<file path="src/rtl/wb_arb_pkg.sv">
// Shared types and parameter defaults for the write-back arbiter.
package wb_arb_pkg;

  localparam int N_CH_DEF      = 3;
  localparam int NUM_PORTS_DEF = 1;
  localparam int DEPTH_DEF     = 2;
  localparam int RR_DEF        = 1;

  // One buffered execution result.
  typedef struct packed {
    logic [31:0] data;
    logic [5:0]  dest;
    logic [4:0]  rob;
    logic        wb;
  } wb_entry_t;

endpackage

</file>
<file path="src/rtl/wb_arb_fifo.sv">
// Per-channel result buffer: a small circular FIFO with an exposed occupancy count.
module wb_arb_fifo
  import wb_arb_pkg::*;
#(
  parameter int  DEPTH   = DEPTH_DEF,
  parameter type entry_t = wb_entry_t
) (
  input  logic                   clk,
  input  logic                   rst_n,
  input  logic                   flush,
  input  logic                   push,
  input  entry_t                 din,
  input  logic                   pop,
  output entry_t                 head,
  output logic [$clog2(DEPTH):0] count
);

  localparam int PW = $clog2(DEPTH);
  localparam int CW = PW + 1;

  entry_t        mem [DEPTH];
  logic [PW-1:0] wr_ptr;
  logic [PW-1:0] rd_ptr;

  // Pointers and occupancy; a flush empties the buffer regardless of push/pop.
  always_ff @(posedge clk or negedge rst_n) begin
    if (!rst_n) begin
      wr_ptr <= '0;
      rd_ptr <= '0;
      count  <= '0;
    end else if (flush) begin
      wr_ptr <= '0;
      rd_ptr <= '0;
      count  <= '0;
    end else begin
      if (push) wr_ptr <= wr_ptr + PW'(1);
      if (pop)  rd_ptr <= rd_ptr + PW'(1);
      count <= count + CW'(push) - CW'(pop);
    end
  end

  // Entry storage carries no reset; pushes are already gated off during flush.
  always_ff @(posedge clk) begin
    if (push) mem[wr_ptr] <= din;
  end

  assign head = mem[rd_ptr];

endmodule

</file>
<file path="src/rtl/wb_arbiter.sv">
// Write-back arbiter: buffers results from N_CH sources and grants up to
// NUM_PORTS of them per cycle onto register-file write / completion ports.
module wb_arbiter
  import wb_arb_pkg::*;
#(
  parameter int N_CH      = N_CH_DEF,
  parameter int NUM_PORTS = NUM_PORTS_DEF,
  parameter int DEPTH     = DEPTH_DEF,
  parameter int RR        = RR_DEF
) (
  input  logic                        cpu_clock_i,
  input  logic                        cpu_resetn_i,
  input  logic                        flush_i,
  input  logic [N_CH-1:0]             src_valid_i,
  output logic [N_CH-1:0]             src_ready_o,
  input  logic [N_CH-1:0][31:0]       src_data_i,
  input  logic [N_CH-1:0][5:0]        src_dest_i,
  input  logic [N_CH-1:0][4:0]        src_rob_i,
  input  logic [N_CH-1:0]             src_wb_i,
  output logic [NUM_PORTS-1:0]        wr_en_o,
  output logic [NUM_PORTS-1:0][31:0]  wr_data_o,
  output logic [NUM_PORTS-1:0][5:0]   wr_dest_o,
  output logic [NUM_PORTS-1:0]        cmp_v_o,
  output logic [NUM_PORTS-1:0][4:0]   cmp_rob_o
);

  localparam int CH_W = $clog2(N_CH);
  localparam int CW   = $clog2(DEPTH) + 1;

  wb_entry_t             head [N_CH];
  logic [CW-1:0]         count [N_CH];
  logic [N_CH-1:0]       push;
  logic [N_CH-1:0]       pop;
  logic [N_CH-1:0]       nonempty;
  logic [CH_W-1:0]       rr_ptr;
  logic [CH_W-1:0]       rr_nxt;
  logic [CH_W:0]         start;
  logic [CH_W:0]         idx;
  logic [CH_W-1:0]       sel;
  logic                  hit;
  logic [NUM_PORTS-1:0]  gnt_v;
  logic [CH_W-1:0]       gnt_ch [NUM_PORTS];

  logic [NUM_PORTS-1:0]  vld_p1;
  wb_entry_t             ent_p1 [NUM_PORTS];
  logic [NUM_PORTS-1:0]  vld_p2;
  logic [NUM_PORTS-1:0]  en_p2;
  logic [NUM_PORTS-1:0][31:0] data_p2;
  logic [NUM_PORTS-1:0][5:0]  dest_p2;
  logic [NUM_PORTS-1:0][4:0]  rob_p2;

  for (genvar c = 0; c < N_CH; c++) begin : g_ch
    wb_entry_t din;
    assign din            = {src_data_i[c], src_dest_i[c], src_rob_i[c], src_wb_i[c]};
    // Ready looks only at the registered count, so a popping full buffer still refuses.
    assign src_ready_o[c] = cpu_resetn_i && !flush_i && (count[c] < CW'(DEPTH));
    assign push[c]        = src_valid_i[c] && src_ready_o[c];
    assign nonempty[c]    = (count[c] != '0);

    wb_arb_fifo #(
      .DEPTH   (DEPTH),
      .entry_t (wb_entry_t)
    ) u_fifo (
      .clk   (cpu_clock_i),
      .rst_n (cpu_resetn_i),
      .flush (flush_i),
      .push  (push[c]),
      .din   (din),
      .pop   (pop[c]),
      .head  (head[c]),
      .count (count[c])
    );
  end

  assign start = (RR != 0) ? {1'b0, rr_ptr} : '0;

  // Port p takes the first not-yet-granted non-empty channel in search order;
  // the highest granted port decides where the next search begins.
  always_comb begin
    gnt_v  = '0;
    pop    = '0;
    rr_nxt = rr_ptr;
    hit    = 1'b0;
    sel    = '0;
    idx    = '0;
    for (int p = 0; p < NUM_PORTS; p++) begin
      gnt_ch[p] = '0;
      hit       = 1'b0;
      sel       = '0;
      for (int i = N_CH - 1; i >= 0; i--) begin
        idx = start + (CH_W+1)'(i);
        if (idx >= (CH_W+1)'(N_CH)) idx = idx - (CH_W+1)'(N_CH);
        if (nonempty[idx[CH_W-1:0]] && !pop[idx[CH_W-1:0]]) begin
          hit = 1'b1;
          sel = idx[CH_W-1:0];
        end
      end
      if (hit) begin
        gnt_v[p]  = 1'b1;
        gnt_ch[p] = sel;
        pop[sel]  = 1'b1;
        rr_nxt    = (sel == CH_W'(N_CH - 1)) ? '0 : sel + CH_W'(1);
      end
    end
  end

  // Round-robin pointer.
  always_ff @(posedge cpu_clock_i or negedge cpu_resetn_i) begin
    if (!cpu_resetn_i)  rr_ptr <= '0;
    else if (flush_i)   rr_ptr <= '0;
    else                rr_ptr <= rr_nxt;
  end

  // ---- stage p1: popped heads captured ----
  // Valid for the captured grants.
  always_ff @(posedge cpu_clock_i or negedge cpu_resetn_i) begin
    if (!cpu_resetn_i)  vld_p1 <= '0;
    else if (flush_i)   vld_p1 <= '0;
    else                vld_p1 <= gnt_v;
  end

  // Granted head entries.
  always_ff @(posedge cpu_clock_i) begin
    for (int p = 0; p < NUM_PORTS; p++) begin
      if (gnt_v[p]) ent_p1[p] <= head[gnt_ch[p]];
    end
  end

  // ---- stage p2: port output registers; payload holds when a port is idle ----
  always_ff @(posedge cpu_clock_i or negedge cpu_resetn_i) begin
    if (!cpu_resetn_i) begin
      vld_p2  <= '0;
      en_p2   <= '0;
      data_p2 <= '0;
      dest_p2 <= '0;
      rob_p2  <= '0;
    end else if (flush_i) begin
      vld_p2  <= '0;
      en_p2   <= '0;
    end else begin
      vld_p2 <= vld_p1;
      for (int p = 0; p < NUM_PORTS; p++) begin
        en_p2[p] <= vld_p1[p] && ent_p1[p].wb;
        if (vld_p1[p]) begin
          data_p2[p] <= ent_p1[p].data;
          dest_p2[p] <= ent_p1[p].dest;
          rob_p2[p]  <= ent_p1[p].rob;
        end
      end
    end
  end

  assign wr_en_o   = en_p2  & {NUM_PORTS{~flush_i}};
  assign cmp_v_o   = vld_p2 & {NUM_PORTS{~flush_i}};
  assign wr_data_o = data_p2;
  assign wr_dest_o = dest_p2;
  assign cmp_rob_o = rob_p2;

endmodule

</file>
<file path="config.mk">
export PLATFORM = sky130hd
export DESIGN_NAME = wb_arbiter
export DESIGN_NICKNAME = d
export VERILOG_FILES = /design/src/rtl/wb_arb_pkg.sv /design/src/rtl/wb_arb_fifo.sv /design/src/rtl/wb_arbiter.sv
export SDC_FILE = /design/constraint.sdc
export NUM_CORES = 1
export LEC_CHECK = 0
export CORE_MARGIN = 4
export CORE_UTILIZATION = 40
export CTS_BUF_LIST = sky130_fd_sc_hd__clkbuf_16
export DETAILED_ROUTE_END_ITERATION = 6
export SLEW_MARGIN = 25
export SYNTH_ARGS = -nofsm -noshare
export SYNTH_HDL_FRONTEND = slang
export SYNTH_SLANG_ARGS = --single-unit
</file>
<file path="constraint.sdc">
create_clock -name cpu_clock_i -period 4.2 [get_ports cpu_clock_i]
set_input_delay 0.84 -clock cpu_clock_i [delete_from_list [all_inputs] [get_ports cpu_clock_i]]
set_output_delay 0.84 -clock cpu_clock_i [all_outputs]
set_load 0.02 [all_outputs]
</file>
==> run metrics <==
clk sinks=368; Worst slew margin=33.2%; Reg2Reg Setup Slack=1.23 ns; crit-path max cell delay=0.71 ns; CP Class=in2out; Post-Route WL=35200 um; Yosys warnings=0; CP max-delay cell=clkdlybuf4s50_1; hpwl dp=22400 um; register area share after synthesis=73.7%; Final GP Congestion=0.783; depth of the CTS H-tree=2; # DRC=0; Cell Chain, Critical Path=clkdlybuf4s50_1 > nor3b_1 > clkdlybuf4s50_1; row count=69; syn nets=1022; most used cell, CP=clkdlybuf4s50_1; unrepaired setup endpoints after global routing=false; XOR/XNOR Fraction of Synth Area=0.540%; wire length per cell=22.7 um; power per cell area=733 nW/um2; first-pass GRT wire length=53000 um; Register-to-Register Path Depth=7; syn_area_per_cell=16.7 um2; Placed Cells incl. Taps=1476; DRT iter0 DRCs=619; f_max=300 MHz; fin crit share=79.5%; cell area after layout=18300 um2; crit end category=primary output; die height=199 um; Synth Area in Simple Gates=6.93%; initial antenna violation count=2; drt via density=5.39; Core Region=35700 um2; Setup crit start kind=input pin; CTS root buf=clkbuf_16; DP Worst Slack=0.917 ns; die area=39600 um2; Static Leak=6.11 nW; Hold Crit Class=in2async; Crit Reg-Reg Endpoint=ent_p1[0][29]; Final WS setup=0.862 ns; max-slew violations=0; Max Cap Viol=0; DRT Pass-1 Iters=5; Yosys cell types=47; CP required=3.36 ns; Critical R2R Launch=rr_ptr[0]; critical path arrival=2.50 ns; final non-filler cell total=1550; synthesized flop and latch total=368; Post-synth ARST share=16.3%; Buffers on Ports=185; fin crit period=3.34 ns; pin count of the biggest net entering global routing=91; Congestion Overflow GR=0; largest family of logic cells by synthesized area=compound AO/OA/AOI/OAI gates; DP Area=17000 um2; setup TNS=0 ns; post-synthesis mux area share=6.79%; Vias=8352; Synth Flop Type=edfxtp_1; cts-stage hold buffer count=0; Critical Path Fanout Max=4; EDFF count, synth=308; area grow syn2layout=25.2%; post-synthesis compound-gate area fraction=9.00%; outcome=complete, no violations; # nets final=1203; Slew @ Worst Pin=1.00 ns; Mapped Cells=876; clk_skew=0.0146 ns; CTS tree=yes; Routed Antenna Nets=0; Synth Cell Area=14600 um2; Fin. Hold Viols=0; CTS Buf Count=40; clk_lat worst skew=0.51 ns; Adder-Cell Fraction of Synth Area=0.686%; Setup Fix Bufs, Post-CTS=0; vias in the first global route=8515; Post-CTS Resized=0; GRT Total Usage=17.7%; Clock Pin Slew Worst Setup and Hold Paths=0.06 ns; Ports=186; CTS Buffer Depth=3; VDD IR max=429 uV; fill cell count=2994; initial core utilization=40.8%; layout cells sized above 1=17.8%; Pwr Total=13.4 mW; Final setup viols=0; Die X=199 um
-- logic make-up (layout without fill, tap and decap cells) --
family | after synthesis | after routing
other cells | 0 | 2
xor+xnor | 9 | 9
flops | 368 | 368
simple gates | 176 | 176
buf+inv | 73 | 284
mux | 88 | 88
compound gates | 154 | 154
fa+ha+maj | 8 | 8
-- cell usage in the layout (no fill, tap or decap), types with 4 or more instances in the layout --
| cell | count |
|---|---|
| nor2b_1 | 95 |
| mux2_2 | 87 |
| clkinv_2 | 12 |
| clkdlybuf4s50_1 | 184 |
| and3_2 | 4 |
| xor2_1 | 6 |
| nand3_1 | 44 |
| bufinv_16 | 5 |
| ha_1 | 8 |
| buf_12 | 4 |
| dfrtp_1 | 57 |
| nor2_1 | 13 |
| o31ai_1 | 45 |
| buf_4 | 18 |
| clkbuf_16 | 41 |
| a221oi_1 | 44 |
| a2111oi_0 | 44 |
| clkinv_1 | 8 |
| nor2_4 | 4 |
| inv_1 | 10 |
| edfxtp_1 | 308 |
-- where the power goes --
group | switching (mW) | internal, mW
clock | 1.38 | 2.08
sequential | 0.499 | 4.87
combinational | 2.76 | 1.80
-- routing by layer --
layer	global-route usage, %	share of wire [%]
met1	24.7	44
met2	29.5	50
met3	2.79	5.1
met4	4.18	1.5
met5	0	0
-- how the worst max path moves through the flow --
stage | start | to | slack [ns]
after floorplan | flush_i | g_ch[2].u_fifo.mem[0][0] | 0.18
after global placement | flush_i | src_ready_o[1] | 0.93
after detailed placement | flush_i | src_ready_o[1] | 0.92
after CTS | flush_i | src_ready_o[1] | 0.91
after global routing | flush_i | src_ready_o[1] | 0.84
final | flush_i | src_ready_o[1] | 0.86
-- per-stage QoR --
stage / hold slack [ns] / utilization (%)
after floorplan: 0.427 / -
after global placement: 0.456 / 47.5
after detailed placement: 0.462 / 47.5
after CTS: 0.247 / 51.1
after global routing: 0.252 / 51.1
final: 0.248 / 51.1
-- synthesized netlist by cell type (8+ instances only) --
master       n  area, um2
dfrtp_1     60       1500
nand3_1     44        220
nor2_1      16       60.1
buf_2       18       90.1
edfxtp_1   308       9250
a2111oi_0   44        385
ha_1         8        100
o31ai_1     45        338
mux2_2      87        980
a221oi_1    44        385
clkbuf_1    37        139
nor2b_1     96        601
-- registers in the layout (all words and copies together) (netlist names) --
| signal | flops |
|---|---|
| g_ch.u_fifo.mem | 264 |
| ent_p1 | 44 |
| wr_data_o | 32 |
| g_ch.u_fifo.count | 6 |
| wr_dest_o | 6 |
| cmp_rob_o | 5 |
| g_ch.u_fifo.rd_ptr | 3 |
| g_ch.u_fifo.wr_ptr | 3 |
| rr_ptr | 2 |
| en_p2 | 1 |
| vld_p1 | 1 |
| vld_p2 | 1 |
-- cell type report --
type / count / area, um2 / share of cell area (%)
Antenna cell: 2 / 5.00 / 0.0274
Clock inverter: 31 / 272 / 1.49
Timing Repair Buffer: 206 / 2060 / 11.3
Sequential cell: 368 / 10800 / 58.9
Inverter: 6 / 22.5 / 0.123
Tap cell: 461 / 577 / 3.16
Clock buffer: 41 / 1030 / 5.62
Multi-Input combinational cell: 435 / 3550 / 19.4
-- worst max-delay path, delay by kind of cell --
family / cells / cell delay (ns)
buffers and inverters: 2 / 1.18
and+or+nand+nor: 1 / 0.47
(Power assumes the default switching activity.)
